### config.mk
export PLATFORM = sky130hd
export DESIGN_NAME = cache_fill_arbiter_flat
export DESIGN_NICKNAME = d
export VERILOG_FILES = /design/src/rtl/cache_fill_arbiter_if.sv /design/src/rtl/cache_fill_arbiter.sv /design/src/flat_wrapper.sv
export SDC_FILE = /design/constraint.sdc
export NUM_CORES = 1
export LEC_CHECK = 0
export ABC_CLOCK_PERIOD_IN_PS = 2100
export CORE_MARGIN = 3
export CORE_UTILIZATION = 36
export CTS_CLUSTER_SIZE = 20
export DETAILED_ROUTE_END_ITERATION = 16
export GPL_ROUTABILITY_DRIVEN = 1
export HOLD_SLACK_MARGIN = 0.12
export PLACE_DENSITY = 0.81
export SYNTH_ARGS = -nofsm -noshare
export SYNTH_HDL_FRONTEND = slang
export SYNTH_SLANG_ARGS = --single-unit
### constraint.sdc
create_clock -name clk -period 2.1 [get_ports clk]
set_input_delay 0.525 -clock clk [delete_from_list [all_inputs] [get_ports clk]]
set_output_delay 0.525 -clock clk [all_outputs]
set_load 0.005 [all_outputs]
### src/rtl/cache_fill_arbiter_if.sv
// cache_fill_arbiter_if: request, memory and fill-return signals shared by the
// arbiter, both cache controllers and main memory. The master modport is the
// arbiter's view; the slave modport is the view of the surrounding system.
interface cache_fill_arbiter_if #(
    parameter int BLOCK_WORDS = 8
);
    localparam int WORD_W = $clog2(BLOCK_WORDS);

    logic              i_req;
    logic [15:0]       i_addr;
    logic              d_req;
    logic              d_wr;
    logic [15:0]       d_addr;
    logic [15:0]       d_wdata;
    logic              mem_en;
    logic              mem_wr;
    logic [15:0]       mem_addr;
    logic [15:0]       mem_wdata;
    logic [15:0]       mem_rdata;
    logic              mem_valid;
    logic [15:0]       fill_data;
    logic [WORD_W-1:0] fill_word;
    logic              i_fill_we;
    logic              d_fill_we;
    logic              i_done;
    logic              d_done;
    logic              busy;

    modport master (
        input  i_req, i_addr, d_req, d_wr, d_addr, d_wdata, mem_rdata, mem_valid,
        output mem_en, mem_wr, mem_addr, mem_wdata, fill_data, fill_word,
               i_fill_we, d_fill_we, i_done, d_done, busy
    );

    modport slave (
        output i_req, i_addr, d_req, d_wr, d_addr, d_wdata, mem_rdata, mem_valid,
        input  mem_en, mem_wr, mem_addr, mem_wdata, fill_data, fill_word,
               i_fill_we, d_fill_we, i_done, d_done, busy
    );
endinterface

### src/rtl/cache_fill_arbiter.sv
// cache_fill_arbiter: shares one fixed-latency memory between the I-cache fill
// path and the D-cache fill/write-through path. One request is served at a
// time: a block fill issues BLOCK_WORDS back-to-back reads and completes on the
// last counted return; a D write is a single one-cycle access.
// Optional feature: define ARB_RR_EN to alternate grants on simultaneous
// requests (D first after reset); undefined gives fixed D-over-I priority.
module cache_fill_arbiter #(
    parameter int BLOCK_WORDS = 8,
    parameter int MEM_LAT     = 4
) (
    input  logic                   clk,
    input  logic                   rst,
    cache_fill_arbiter_if.master   bus
);
    localparam int WORD_W = $clog2(BLOCK_WORDS);

    localparam logic [1:0] ST_IDLE    = 2'd0;
    localparam logic [1:0] ST_FILL_I  = 2'd1;
    localparam logic [1:0] ST_FILL_D  = 2'd2;
    localparam logic [1:0] ST_WRITE_D = 2'd3;

    localparam logic [15:0]       BLOCK_SPAN = 16'(2 * BLOCK_WORDS);
    localparam logic [15:0]       BASE_MASK  = ~(BLOCK_SPAN - 16'd1);
    localparam logic [WORD_W:0]   ISSUE_END  = (WORD_W + 1)'(BLOCK_WORDS);
    localparam logic [WORD_W-1:0] LAST_WORD  = WORD_W'(BLOCK_WORDS - 1);

    // Reject configurations the counters and address masking cannot represent.
    if (BLOCK_WORDS < 2 || BLOCK_WORDS > 16 ||
        (BLOCK_WORDS & (BLOCK_WORDS - 1)) != 0 || MEM_LAT < 1) begin : g_param_err
        $error("cache_fill_arbiter: BLOCK_WORDS must be a power of two in 2..16, MEM_LAT >= 1");
    end

    logic [1:0]        state_r;
    logic [15:0]       base_r;
    logic [15:0]       wdata_r;
    logic [WORD_W:0]   issue_cnt_r;
    logic [WORD_W-1:0] ret_cnt_r;
    logic              grant_d_s;
    logic              grant_i_s;
    logic              filling_s;
    logic              issue_s;
    logic              ret_s;
    logic              last_ret_s;

`ifdef ARB_RR_EN
    logic              last_grant_d_r;   // 1: D was granted last, 0: I (reset)

    // Remember which side won the most recent grant.
    always_ff @(posedge clk) begin
        if (rst) begin
            last_grant_d_r <= 1'b0;
        end else if (grant_d_s) begin
            last_grant_d_r <= 1'b1;
        end else if (grant_i_s) begin
            last_grant_d_r <= 1'b0;
        end else begin
            last_grant_d_r <= last_grant_d_r;
        end
    end

    // IDLE arbitration: alternate on a tie, a lone request always wins.
    always_comb begin
        grant_d_s = 1'b0;
        grant_i_s = 1'b0;
        if (state_r == ST_IDLE) begin
            if (bus.d_req && bus.i_req) begin
                grant_d_s = ~last_grant_d_r;
                grant_i_s = last_grant_d_r;
            end else begin
                grant_d_s = bus.d_req;
                grant_i_s = bus.i_req;
            end
        end else begin
            grant_d_s = 1'b0;
            grant_i_s = 1'b0;
        end
    end
`else
    // IDLE arbitration: fixed priority, D over I.
    always_comb begin
        grant_d_s = 1'b0;
        grant_i_s = 1'b0;
        if (state_r == ST_IDLE) begin
            grant_d_s = bus.d_req;
            grant_i_s = bus.i_req & ~bus.d_req;
        end else begin
            grant_d_s = 1'b0;
            grant_i_s = 1'b0;
        end
    end
`endif

    // Fill bookkeeping: returns only count while a fill owns the memory.
    always_comb begin
        filling_s  = (state_r == ST_FILL_I) || (state_r == ST_FILL_D);
        issue_s    = filling_s && (issue_cnt_r < ISSUE_END);
        ret_s      = filling_s && bus.mem_valid;
        last_ret_s = ret_s && (ret_cnt_r == LAST_WORD);
    end

    // State, latched block base / write data, issue and return counters.
    always_ff @(posedge clk) begin
        if (rst) begin
            state_r     <= ST_IDLE;
            base_r      <= 16'h0000;
            wdata_r     <= 16'h0000;
            issue_cnt_r <= '0;
            ret_cnt_r   <= '0;
        end else begin
            case (state_r)
                ST_IDLE: begin
                    issue_cnt_r <= '0;
                    ret_cnt_r   <= '0;
                    if (grant_d_s) begin
                        state_r <= bus.d_wr ? ST_WRITE_D : ST_FILL_D;
                        base_r  <= bus.d_wr ? (bus.d_addr & 16'hFFFE) : (bus.d_addr & BASE_MASK);
                        wdata_r <= bus.d_wr ? bus.d_wdata : 16'h0000;
                    end else if (grant_i_s) begin
                        state_r <= ST_FILL_I;
                        base_r  <= bus.i_addr & BASE_MASK;
                        wdata_r <= 16'h0000;
                    end else begin
                        state_r <= ST_IDLE;
                    end
                end
                ST_FILL_I, ST_FILL_D: begin
                    if (issue_s) begin
                        issue_cnt_r <= issue_cnt_r + 1'b1;
                    end
                    if (ret_s) begin
                        ret_cnt_r <= ret_cnt_r + 1'b1;
                    end
                    if (last_ret_s) begin
                        state_r <= ST_IDLE;
                    end
                end
                ST_WRITE_D: begin
                    state_r <= ST_IDLE;
                    wdata_r <= 16'h0000;
                end
                default: begin
                    state_r <= ST_IDLE;
                end
            endcase
        end
    end

    // Memory issue, fill steering and completion pulses from the current state.
    always_comb begin
        bus.mem_en    = 1'b0;
        bus.mem_wr    = 1'b0;
        bus.mem_addr  = 16'h0000;
        bus.mem_wdata = 16'h0000;
        if (issue_s) begin
            bus.mem_en   = 1'b1;
            bus.mem_addr = base_r | 16'({issue_cnt_r[WORD_W-1:0], 1'b0});
        end else if (state_r == ST_WRITE_D) begin
            bus.mem_en    = 1'b1;
            bus.mem_wr    = 1'b1;
            bus.mem_addr  = base_r;
            bus.mem_wdata = wdata_r;
        end else begin
            bus.mem_en = 1'b0;
        end
        bus.fill_data = bus.mem_rdata;
        bus.fill_word = ret_cnt_r;
        bus.i_fill_we = ret_s && (state_r == ST_FILL_I);
        bus.d_fill_we = ret_s && (state_r == ST_FILL_D);
        bus.i_done    = last_ret_s && (state_r == ST_FILL_I);
        bus.d_done    = (last_ret_s && (state_r == ST_FILL_D)) || (state_r == ST_WRITE_D);
        bus.busy      = (state_r != ST_IDLE);
    end
endmodule
### src/flat_wrapper.sv
// flat-port wrapper written by rule: the top's interface ports become plain ports
module cache_fill_arbiter_flat 
#(
    parameter int BLOCK_WORDS = 8,
    parameter int MEM_LAT     = 4
)
  (clk, rst, bus_i_req, bus_i_addr, bus_d_req, bus_d_wr, bus_d_addr, bus_d_wdata, bus_mem_rdata, bus_mem_valid, bus_mem_en, bus_mem_wr, bus_mem_addr, bus_mem_wdata, bus_fill_data, bus_fill_word, bus_i_fill_we, bus_d_fill_we, bus_i_done, bus_d_done, bus_busy);
  cache_fill_arbiter_if #(.BLOCK_WORDS(BLOCK_WORDS)) bus_i ();
  input  logic clk;
  input  logic rst;
  input wire logic [$bits(bus_i.i_req)-1:0] bus_i_req;
  input wire logic [$bits(bus_i.i_addr)-1:0] bus_i_addr;
  input wire logic [$bits(bus_i.d_req)-1:0] bus_d_req;
  input wire logic [$bits(bus_i.d_wr)-1:0] bus_d_wr;
  input wire logic [$bits(bus_i.d_addr)-1:0] bus_d_addr;
  input wire logic [$bits(bus_i.d_wdata)-1:0] bus_d_wdata;
  input wire logic [$bits(bus_i.mem_rdata)-1:0] bus_mem_rdata;
  input wire logic [$bits(bus_i.mem_valid)-1:0] bus_mem_valid;
  output wire logic [$bits(bus_i.mem_en)-1:0] bus_mem_en;
  output wire logic [$bits(bus_i.mem_wr)-1:0] bus_mem_wr;
  output wire logic [$bits(bus_i.mem_addr)-1:0] bus_mem_addr;
  output wire logic [$bits(bus_i.mem_wdata)-1:0] bus_mem_wdata;
  output wire logic [$bits(bus_i.fill_data)-1:0] bus_fill_data;
  output wire logic [$bits(bus_i.fill_word)-1:0] bus_fill_word;
  output wire logic [$bits(bus_i.i_fill_we)-1:0] bus_i_fill_we;
  output wire logic [$bits(bus_i.d_fill_we)-1:0] bus_d_fill_we;
  output wire logic [$bits(bus_i.i_done)-1:0] bus_i_done;
  output wire logic [$bits(bus_i.d_done)-1:0] bus_d_done;
  output wire logic [$bits(bus_i.busy)-1:0] bus_busy;
  assign bus_i.i_req = bus_i_req;
  assign bus_i.i_addr = bus_i_addr;
  assign bus_i.d_req = bus_d_req;
  assign bus_i.d_wr = bus_d_wr;
  assign bus_i.d_addr = bus_d_addr;
  assign bus_i.d_wdata = bus_d_wdata;
  assign bus_i.mem_rdata = bus_mem_rdata;
  assign bus_i.mem_valid = bus_mem_valid;
  assign bus_mem_en = bus_i.mem_en;
  assign bus_mem_wr = bus_i.mem_wr;
  assign bus_mem_addr = bus_i.mem_addr;
  assign bus_mem_wdata = bus_i.mem_wdata;
  assign bus_fill_data = bus_i.fill_data;
  assign bus_fill_word = bus_i.fill_word;
  assign bus_i_fill_we = bus_i.i_fill_we;
  assign bus_d_fill_we = bus_i.d_fill_we;
  assign bus_i_done = bus_i.i_done;
  assign bus_d_done = bus_i.d_done;
  assign bus_busy = bus_i.busy;
  cache_fill_arbiter #(.BLOCK_WORDS(BLOCK_WORDS), .MEM_LAT(MEM_LAT)) u_core (.clk(clk), .rst(rst), .bus(bus_i));
endmodule
### Word-level counts from Yosys, hierarchy flattened

Index checks and enable logic that the tools add are counted.

| operators by class | value |
|---|---|
| reductions and logical operators | 19 |
| add/sub/neg operators | 2 |
| mux-type cells | 25 |
| $lt $le $gt $ge | 1 |
| bitwise operators | 3 |
| eq/ne operators | 8 |

Operators by type and width:

| cell | count |
|---|---|
| two-way mux 16 bit | 9 |
| case mux 16 bit (2 select lines) | 1 |
| OR 16 x 4 -> 16 bit | 1 |
| two-way mux 4 bit | 2 |
| case mux 4 bit (2 select lines) | 1 |
| AND reduction 2 bit | 4 |
| nonzero test 2 bit | 4 |
| logical AND 1 bit | 7 |
| two-way mux 1 bit | 7 |
| != test 2 x 1 -> 1 bit, second input constant | 3 |
| case mux 2 bit (3 select lines) | 1 |
| case mux 3 bit (2 select lines) | 1 |
| adder 4 x 1 -> 4 bit, second input constant | 1 |
| == test 2 bit, second input constant | 2 |
| less-than comparator 4 bit, second input constant | 1 |
| two-way mux 2 bit | 2 |
| adder 3 x 1 -> 3 bit, second input constant | 1 |
| == test 3 bit, second input constant | 1 |
| two-way mux 3 bit | 1 |
| != test 3 x 1 -> 1 bit, second input constant | 1 |
| == test 2 x 1 -> 1 bit, second input constant | 1 |
| logical NOT 2 bit | 1 |
| logical OR 1 bit | 2 |
| OR reduction 2 bit | 1 |
| other kinds (2) | 2 |

| word-level totals | value |
|---|---|
| word-level logic and storage cells | 63 |
| output and inout port bits | 58 |
| input bits | 70 |
| bits in registers | 41 |

### Longest topological paths before layout

Gate-level depths: netlist of run 1.

| depth | value |
|---|---|
| depth after elaboration | 6 |
| mapped depth | 8 |
| depth with buffers taken out | 5 |

### Worst setup path before layout of run 1

Ideal clock, no wire load.

| timing | value |
|---|---|
| kind | register to output |
| start | reg u_core.state_r[0] |
| end | out bus_mem_addr[10] |
| data required time | 1.575 ns |
| path slack | -0.027 ns |
| stages on the path, launching flop included | 9 |
| path buffers | 3 |
| arrival | 1.602 ns |
| cell sequence | dfxtp_1 -> inv_1 -> ha_1 -> buf_6 -> nor2b_4 -> or2_1 -> buf_6 -> buf_6 -> and2_1 |

| between the ends | value |
|---|---|
| longest elaborated chain between the ends | 4 |
| elaborated cells on any way between the ends | 7 |
| classes of those cells | 3 x eq/ne; 2 x mux; 2 x reduce/logical |

RTL lines:

| what | RTL line | text |
|---|---|---|
| start, declared | cache_fill_arbiter.sv:33 | `logic [1:0] state_r;` |
| start signal, assigned | cache_fill_arbiter.sv:115 | `state_r <= bus.d_wr ? ST_WRITE_D : ST_FILL_D;` |
| == test 2 x 1 -> 1 bit / == test 2 bit (equally long branches) | cache_fill_arbiter.sv:95 | `filling_s = (state_r == ST_FILL_I) \|\| (state_r == ST_FILL_D);` |
| logical OR 1 bit | cache_fill_arbiter.sv:95 |  |
| logical AND 1 bit | cache_fill_arbiter.sv:96 | `issue_s = filling_s && (issue_cnt_r < ISSUE_END);` |
| two-way mux 16 bit * | cache_fill_arbiter.sv:154 | `if (issue_s) begin` |
| end, declared | flat_wrapper.sv:21 | `output wire logic [$bits(bus_i.mem_addr)-1:0] bus_mem_addr;` |

Every way passes the cells marked *; elsewhere a longest branch is shown, timed or not.

### Final worst setup path of run 1

| timing | value |
|---|---|
| start | reg u_core.state_r[1] |
| end | out bus_mem_wdata[0] |

| between the ends | value |
|---|---|
| longest elaborated chain between the ends | 4 |
| elaborated cells on any way between the ends | 7 |
| classes of those cells | 3 x eq/ne; 2 x mux; 2 x reduce/logical |

RTL lines:

| what | RTL line | text |
|---|---|---|
| == test 2 x 1 -> 1 bit / == test 2 bit (equally long branches) | cache_fill_arbiter.sv:95 |  |
| logical OR 1 bit | cache_fill_arbiter.sv:95 |  |
| logical AND 1 bit | cache_fill_arbiter.sv:96 |  |
| two-way mux 16 bit * | cache_fill_arbiter.sv:154 |  |
| end, declared | flat_wrapper.sv:22 | `output wire logic [$bits(bus_i.mem_wdata)-1:0] bus_mem_wdata;` |

Marked as above.

==> metrics.csv, run 1 <==
stage,metric,value,unit
critical_path,crit_top_cell,buf_6,
die,pin_count,128,
power_and_ir_drop,leakage,1.57,nW
sta,post-route-period-util,1.12,
clock_network,clk_path_buf_depth,2,
die,initial_core_util,0.386,
critical_path,critPathCaptureType,primary output,
detailed_routing,viasPerCell,5.03,
critical_path,crit_cells,9,
sta,setup_viol,32,
critical_path,cp-start-kind,register,
yosys,synthCells,263,
clock_network,clk_latency,0.28,ns
critical_path,rr_worst_depth,8,
sta,fmax,0.427,GHz
critical_path,path_cells,inv_2 > ha_4 > nor2b_4 > nor2b_4 > clkbuf_16 > buf_6 > buf_6 > and2_4 > buf_6,
global_routing,grt_pass1_wl,10200,um
status,violations,setup timing,
detailed_routing,routed.top_layer,met4,
detailed_routing,wl_met2,3300,um
yosys,ys_seq_area_frac,0.337,
job,cap_viol_max_count,0,
yosys,synth_area,2380,um^2
yosys,synth_seq_cells,40,
sta,fin_ws,-0.244,ns
yosys,yosys.cell_types.count,36,
worst_hold_path,holdCritPathClass,reg2reg,
finish,diodes,0,
clock_network,holdBufCountCts,0,
global_routing,grtUsageTotal,0.166,
critical_path,path_class,reg2out,
critical_path,cp_num_buf_inv,5,
detailed_routing,wl_per_cell,15.2,um
yosys,yosys_warnings,0,
sta,drv_slew,0,
critical_path,critical_path_arrival,1.82,ns
die,dieArea,7620,um^2
clock_network,cts-root-buf,clkbuf_8,
global_routing,grt_max_degree,41,
detailed_routing,drt_first_iter_violations,99,
critical_path,critical-path-top-delay-family,buffers and inverters,
critical_path,worstPathRequired,1.57,ns
placement,dp_slack,-0.250,ns
clock_network,cts_made_buffers,5,
critical_path,slowest_stage,dfxtp_2,
detailed_routing,dr_wl_met3,469,um
detailed_routing,num_vias,2160,
critical_path,cp-startpoint,u_core.state_r[1],
yosys,synth_edf_count,0,
global_routing,grt_overflow,0,
detailed_routing,firstDrtPassIters,4,
status,outcome,"complete, but fails checks",
critical_path,slowest_delay,0.34,ns
clock_network,htree_levels,2,
die,core-area,6170,um^2
critical_path,r2r_end,u_core.base_r[15],
critical_path,r2r-start,u_core.state_r[1],
sta,fin_setup_tns,-3.85,ns
critical_path,r2r_setup_slack,0.24,ns
clock_network,clkSinkCount,40,
sta,hold_violations,0,
die,core.rowCount,28,
yosys,synth_nets,341,
clock_network,cts_tree,done,
finish,drive_gt1_frac,0.316,
placement,io_buffers,89,
die,die_h,87.3,um
detailed_routing,drcViolationCount,0,
sta,min_period,2.34,ns
global_routing,grt_pass1_vias,2117,
finish,finalNetCount,432,
placement,hpwl,4270,um
global_routing,antenna_found_initial,0,
detailed_routing,wl,6530,um
critical_path,crit_end,bus_mem_wdata[0],
clock_network,clkTransAtPathRegs,0.08,ns
finish,syn_to_final_growth,50.5,%
detailed_routing,wl_met1,2720,um
yosys,ys.flop_type,dfxtp_1,
critical_path,cp_max_fo,4,
power_and_ir_drop,p_per_area,755,nW/um^2
die,die_w,87.3,um
sta,finalClockSkew,0.00531,ns
power_and_ir_drop,vdd_drop_max,0.332,mV
sta,rsz0062_at_grt,true,
yosys,postSynthAreaPerCell,9.04,um^2
placement,gp_congestion,0.759,
yosys,async_flop_share,0,
detailed_routing,drtAntennaViolNets,0,
registers in the layout (all words and copies together) (netlist names):
| name | count |
|---|---|
| u_core.base_r | 15 |
| u_core.bus.fill_word | 3 |
| u_core.issue_cnt_r | 4 |
| u_core.state_r | 2 |
| u_core.wdata_r | 16 |
layout make-up:
| class | instances | area, um^2 |
|---|---|---|
| Fill cell | 531 | 2590 |
| Multi-Input combinational cell | 182 | 1400 |
| Timing Repair Buffer | 120 | 1180 |
| Sequential cell | 40 | 803 |
| Tap cell | 75 | 93.8 |
| Clock buffer | 5 | 68.8 |
| Inverter | 5 | 18.8 |
| Clock inverter | 2 | 12.5 |
stage by stage:
step	util	hold slack, ns	area, um^2	instances	power, W
after detailed placement	0.539	0.460	3320	410	0.00213
after global routing	0.581	0.498	3580	429	0.00287
after global placement	0.539	0.453	3320	410	0.00211
final	0.581	0.478	3580	429	0.00270
after CTS	0.571	0.474	3520	424	0.00265
after floorplan	-	0.443	2380	263	0.00169
report_power, final:
part           switching (W)  internal (W)  total [W]
Clock               0.000273      0.000225   0.000498
Combinational       0.000604      0.000685    0.00129
Sequential         0.0000548      0.000861   0.000915
what timing repair did:
| item | in CTS | in global routing |
|---|---|---|
| pin swaps | 13 | 4 |
| gates resized for setup | 150 | 40 |
| setup buffers | 7 | 4 |
| hold endpoints to repair | 0 | 0 |
| gates cloned | 1 | 1 |
| endpoints found under the setup margin | 36 | 34 |
cells in the final DEF (no fill, tap or decap), types with 9 or more instances in the layout:
cell type and instances:
clkdlybuf4s50_1 52, dfxtp_1 38, mux2i_1 32, and2_4 23, buf_6 23, nand2b_1 21
nand3_1 21, buf_4 19, nor2_1 16, a221oi_1 13, clkbuf_2 11, and2_1 9
worst register-to-register path: cells and delay by family (launching register included):
family / cells / cell delay, ns
buf+inv: 4 / 0.50
fa+ha+maj: 1 / 0.41
flops: 1 / 0.33
compound gates: 1 / 0.28
mux: 1 / 0.16
simple gates: 1 / 0.09
worst min path at each step:
stage,cells after the start,end,start
after CTS,2,u_core.wdata_r[15],u_core.wdata_r[15]
after detailed placement,2,u_core.wdata_r[15],u_core.wdata_r[15]
after global placement,2,u_core.wdata_r[4],u_core.wdata_r[4]
final,2,u_core.wdata_r[15],u_core.wdata_r[15]
after floorplan,2,u_core.wdata_r[0],u_core.wdata_r[0]
after global routing,2,u_core.wdata_r[15],u_core.wdata_r[15]
cell families (layout without fill, tap and decap cells):
kind of cell | count (synthesis) | in the layout | synth area share
multiplexers | 33 | 33 | 0.139
AO/OA/AOI/OAI | 33 | 33 | 0.108
other | 1 | 1 | 0.00158
buffers and inverters | 42 | 132 | 0.121
flip-flops | 40 | 40 | 0.337
AND/OR/NAND/NOR | 106 | 107 | 0.251
adder cells (fa/ha/maj) | 8 | 8 | 0.0421
synthesized netlist by cell type, drive strengths merged, types with 2 or more instances:
| cell type | number | area share |
|---|---|---|
| dfxtp | 40 | 0.34 |
| and2 | 32 | 0.084 |
| mux2i | 32 | 0.13 |
| buf | 30 | 0.10 |
| nand3 | 22 | 0.046 |
| nand2b | 21 | 0.055 |
| nor2 | 16 | 0.025 |
| a221oi | 13 | 0.048 |
| a21oi | 8 | 0.022 |
| ha | 8 | 0.042 |
| clkbuf | 7 | 0.012 |
| inv | 5 | 0.0079 |
| nand2 | 5 | 0.0079 |
| nor2b | 4 | 0.016 |
| a22o | 3 | 0.011 |
| o21ai | 3 | 0.0063 |
| a32oi | 2 | 0.0074 |
metal layers:
layer  up-vias  global-route usage
li1       1065                   -
met4         0              0.0404
met2        69               0.280
met1      1018               0.208
met3         8              0.0473
met5         -                   0
Note: power is estimated with default switching activity, not from simulation.
==> run 2, diff against run 1 <==
- CORE_ASPECT_RATIO: default -> 0.7
==> metrics.csv, run 2 (synthesized netlist as in run 1, its figures left out) <==
stage,metric,value,unit,change
status,outcome,"complete, but fails checks",,
status,violations,setup timing,,
sta,finalClockSkew,0.00687,ns,+0.00156 ns
global_routing,gr-max-usage-layer,met2,,
die,initial_core_util,0.377,,-0.00857
critical_path,critPathCaptureType,primary output,,
worst_hold_path,holdCritPathClass,reg2reg,,
global_routing,grt_pass1_wl,10000,um,-1.8%
finish,regArea,803,um^2,unchanged
sta,setup_viol,31,,-3.1%
power_and_ir_drop,power_frac_comb,0.473,,-0.004
critical_path,worstPathRequired,1.57,ns,about the same
die,core.rowCount,24,,-14%
clock_network,clk_path_buf_depth,2,,unchanged
clock_network,holdBufCountCts,0,,unchanged
finish,largest_reg_flops,16,,unchanged
power_and_ir_drop,p_switching,0.000965,W,+3.5%
power_and_ir_drop,sequentialPowerShare,0.313,,-0.026
global_routing,met2_usage,0.289,,+0.00913
global_routing,grt_max_degree,41,,unchanged
die,pin_count,128,,unchanged
finish,layout_common_cells,"clkdlybuf4s50_1 (52), dfxtp_1 (38), buf_6 (37)",,
finish,multi_input_area,1390,um^2,-0.36%
finish,drive_gt1_frac,0.325,,+0.00855
sta,hold_violations,0,,unchanged
power_and_ir_drop,p_clk_frac,0.214,,+0.030
critical_path,r2r-start,u_core.state_r[0],,
critical_path,cp_max_fo,5,,+1
finish,syn_to_final_growth,53.9,%,
detailed_routing,viasPerCell,5.09,,+1.1%
sta,rsz0062_at_grt,true,,
global_routing,grt_overflow,0,,unchanged
placement,post_dp_cell_area,3270,um^2,-1.5%
critical_path,path_class,reg2out,,
placement,dp_slack,-0.374,ns,-0.125 ns
sta,whs,0.478,ns,+0.00000100 ns
global_routing,grtUsageMet1,0.201,,-0.00714
die,die_h,74.0,um,-15%
detailed_routing,drtAntennaViolNets,0,,unchanged
clock_network,clkTransAtPathRegs,0.08,ns,about the same
sta,post-route-period-util,1.09,,-0.0310
clock_network,clkSinkCount,40,,unchanged
critical_path,cp-startpoint,u_core.state_r[1],,
global_routing,grt_pass1_vias,2106,,-0.52%
clock_network,cts_tree,done,,
die,die_w,103,um,+18%
finish,reg.largest.list,"u_core.wdata_r (16), u_core.base_r (15), u_core.issue_cnt_r (4)",,
clock_network,cts-root-buf,clkbuf_8,,
detailed_routing,drt_first_iter_violations,99,,unchanged
finish,fill_cells,562,,+5.8%
power_and_ir_drop,p_per_area,803,nW/um^2,+6.3%
finish,finalNetCount,434,,+0.46%
placement,io_buffers,89,,unchanged
power_and_ir_drop,p_int,0.00197,W,+11%
job,cap_viol_max_count,0,,unchanged
detailed_routing,wl_per_cell,15.4,um,+1.2%
clock_network,clk_latency,0.29,ns,about the same
sta,drv_slew,0,,unchanged
global_routing,grtUsageTotal,0.168,,+0.00157
critical_path,critical_path_arrival,1.75,ns,-0.07 ns
clock_network,cts_made_buffers,5,,unchanged
finish,diodes,0,,unchanged
detailed_routing,drcViolationCount,0,,unchanged
detailed_routing,firstDrtPassIters,4,,unchanged
global_routing,grt_use_met3,0.0637,,+0.0164
finish,final_area,3660,um^2,+2.3%
sta,fmax,0.439,GHz,+2.9%
sta,min_period,2.28,ns,-0.0651 ns
detailed_routing,wl,6700,um,+2.6%
placement,gp_congestion,0.751,,-1.1%
sta,fin_ws,-0.179,ns,+0.0651 ns
critical_path,cp-start-kind,register,,
clock_network,htree_levels,2,,unchanged
worst_hold_path,hp-start,u_core.wdata_r[1],,
global_routing,antenna_found_initial,0,,unchanged
die,core-area,6310,um^2,+2.3%
placement,hpwl,4580,um,+7.3%
power_and_ir_drop,leakage,1.63,nW,+3.2%
power_and_ir_drop,power,0.00294,W,+8.8%
die,dieArea,7630,um^2,+0.20%
power_and_ir_drop,vdd_drop_max,0.448,mV,+35%
finish,layout_commonest_cell,clkdlybuf4s50_1,,
power_and_ir_drop,sw_frac_of_total,0.328,,-0.0165
detailed_routing,num_vias,2214,,+2.5%
finish,top_register,u_core.wdata_r,,
sta,fin_setup_tns,-3.55,ns,+0.303 ns
-- run 2: cell count changes in the layout (fill, tap and decap cells not counted), sizes merged --
cell	delta
buf	+13
dlymetal6s2s	+1
clkbuf	-10
bufinv	+1
dlygate4sd2	-2
-- run 2: power groups by stage --
stage	clock network (W)	logic [W]	registers (W)
finish	0.000629	0.00139	0.000921
global route	0.000674	0.00149	0.000935
CTS	0.000638	0.00132	0.000917
detailed placement	0	0.00114	0.000930
global placement	0	0.00110	0.000924
floorplan	0	0.000773	0.000918
-- run 2: cell type report --
| type | count | share of cell area |
|---|---|---|
| repair buffers | 122 | 0.338 |
| clock inverters | 3 | 0.0116 |
| inverters | 5 | 0.00513 |
| multi-input cells | 182 | 0.381 |
| flip-flops and latches | 40 | 0.219 |
| well taps | 78 | 0.0267 |
| clock buffers | 5 | 0.0188 |
-- run 2: path summary, 6_finish.rpt --
| check | to | cells past startpoint | slack, ns |
|---|---|---|---|
| worst max register to register | u_core.base_r[7] | 5 | 0.28 |
| worst min register to register | u_core.wdata_r[1] | 2 | 0.48 |
| worst max-delay path | bus_mem_wdata[2] | 8 | -0.18 |
| worst min-delay path | u_core.wdata_r[1] | 2 | 0.48 |
-- run 2: through the flow --
step,std cells,utilization
6_report,435,0.581
5_1_grt,435,0.581
4_1_cts,433,0.570
3_5_place_dp,411,0.519
3_3_place_gp,411,0.519
2_1_floorplan,263,-
-- run 2: worst max-delay path, cell delays in order (launching register included) --
cell and delay [ns]:
dfxtp_2 0.34, inv_2 0.05, ha_4 0.26, nor2b_4 0.22
nor2b_4 0.09, buf_12 0.14, buf_6 0.11, and2_4 0.14
buf_6 0.11
-- run 2: what timing repair did --
| action | in CTS | in global routing |
|---|---|---|
| resized for setup | 191 | 22 |
| gates cloned | 2 | 0 |
| setup endpoints to repair | 37 | 37 |
| pin swaps | 32 | 6 |
| buffers inserted | 12 | 2 |
-- run 2: layer usage --
metal / routed length [um] / vias to the layer above
li1: - / 1075
met1: 2800 / 1063
met2: 3280 / 70
met3: 552 / 6
met4: 65 / 0
met5: 0 / -
==> variant: new RTL, flow settings as in run 1 <==
`BLOCK_WORDS` is set to 8 in 3 places; all go to 4.
--- a/src/rtl/cache_fill_arbiter_if.sv
+++ b/src/rtl/cache_fill_arbiter_if.sv
@@ -2,7 +2,7 @@
 // arbiter, both cache controllers and main memory. The master modport is the
 // arbiter's view; the slave modport is the view of the surrounding system.
 interface cache_fill_arbiter_if #(
-    parameter int BLOCK_WORDS = 8
+    parameter int BLOCK_WORDS = 4
 );
     localparam int WORD_W = $clog2(BLOCK_WORDS);
 
--- a/src/rtl/cache_fill_arbiter.sv
+++ b/src/rtl/cache_fill_arbiter.sv
@@ -5,7 +5,7 @@
 // Optional feature: define ARB_RR_EN to alternate grants on simultaneous
 // requests (D first after reset); undefined gives fixed D-over-I priority.
 module cache_fill_arbiter #(
-    parameter int BLOCK_WORDS = 8,
+    parameter int BLOCK_WORDS = 4,
     parameter int MEM_LAT     = 4
 ) (
     input  logic                   clk,
--- a/src/flat_wrapper.sv
+++ b/src/flat_wrapper.sv
@@ -1,7 +1,7 @@
 // flat-port wrapper written by rule: the top's interface ports become plain ports
 module cache_fill_arbiter_flat 
 #(
-    parameter int BLOCK_WORDS = 8,
+    parameter int BLOCK_WORDS = 4,
     parameter int MEM_LAT     = 4
 )
   (clk, rst, bus_i_req, bus_i_addr, bus_d_req, bus_d_wr, bus_d_addr, bus_d_wdata, bus_mem_rdata, bus_mem_valid, bus_mem_en, bus_mem_wr, bus_mem_addr, bus_mem_wdata, bus_fill_data, bus_fill_word, bus_i_fill_we, bus_d_fill_we, bus_i_done, bus_d_done, bus_busy);
Interface: changed (resized bus_fill_word); port bits go from 128 to 127. The function was not compared with the original's and may differ.
==> variant against run 1 <==
- the run still ends with negative setup slack left
- sequential power down 4.9%
- critical endpoint is now bus_mem_wdata[13]
- area after synthesis down 8.3%
- critical path type unchanged
- combinational power down 7%
- synthesized cell count up 2.3%
- sequential cell count down 2
- power up 4.6%
- design area down 1.7%
- setup slack better by 0.11 ns
- register-to-register slack worse by 0.05 ns
- clock skew up 0.00084 ns
- wire length down 1.7%
==> variant: results (changes against run 1) <==
metric,value,unit,change
cell internal pwr,1.97,mW,+11%
"setup slack, reg-to-reg",0.19,ns,-0.05 ns
Comb group,1.20,mW,-7%
largest net degree at the start of global routing,39,,-4.9%
total negative setup slack,-2.19,ns,+1.67 ns
skew final,0.00615,ns,+0.000841 ns
Finish-stage setup viols,30,,-6.3%
failing checks,negative setup slack,,
Top Registers,"u_core.wdata_r x16, u_core.base_r x15, u_core.issue_cnt_r x3",,
Layout Nets,444,,+2.8%
FILL cells,510,,-4.0%
DRT iter0 DRCs,56,,-43%
met3 wire length,377,µm,-20%
Seq pwr share,30.8,%,-3.1 points
status,"complete, but fails checks",,
Top delay family on crit path,simple AND/OR/NAND/NOR gates,,
critical path capture point,bus_mem_wdata[13],,
Max IR drop VDD,0.411,mV,+24%
sequential share of the synthesized area,34.9,%,+1.2 points
Worst Hold Path EP,u_core.base_r[1],,
GPL Wtd Cong,0.750,,-1.2%
min-delay src,u_core.base_r[1],,
WL met1,2660,µm,-1.9%
final worst setup slack,-0.136,ns,+0.108 ns
commonest cells in the netlist,"38 x dfxtp_1, 22 x nand2_1, 21 x nor2_1",,
M1 GR Usage,20.8,%,about the same
"top cells by area, synth","dfxtp_1 35%, buf_4 6.5%, o32ai_1 6.0%, or3b_2 6.0%, and2_1 5.5%",,
total track usage,17.5,%,+0.92 points
[variant: final cells by class]
cell class | instances | area, µm² | area share [%]
timing repair buffer | 129 | 1210 | 34.3
sequential | 38 | 763 | 21.7
inverter | 20 | 75.1 | 2.13
tap | 72 | 90.1 | 2.56
clock inverter | 2 | 60.1 | 1.71
multi-input combinational | 173 | 1240 | 35.3
clock buffer | 6 | 82.6 | 2.35
[variant: cells by family (layout without fill, tap and decap cells)]
family / after synthesis / in the layout / share of synthesized area [%]
buf+inv: 58 / 157 / 13.8
flops: 38 / 38 / 34.9
compound gates: 48 / 48 / 16.8
fa+ha+maj: 7 / 7 / 4.02
other cells: 1 / 1 / 0.172
simple gates: 116 / 116 / 29.9
mux: 1 / 1 / 0.459
[variant: per-stage QoR]
| step | std cells | instance area (µm²) |
|---|---|---|
| 2_1_floorplan | 269 | 2180 |
| 3_3_place_gp | 417 | 3140 |
| 3_5_place_dp | 417 | 3140 |
| 4_1_cts | 435 | 3420 |
| 5_1_grt | 440 | 3520 |
| 6_report | 440 | 3520 |
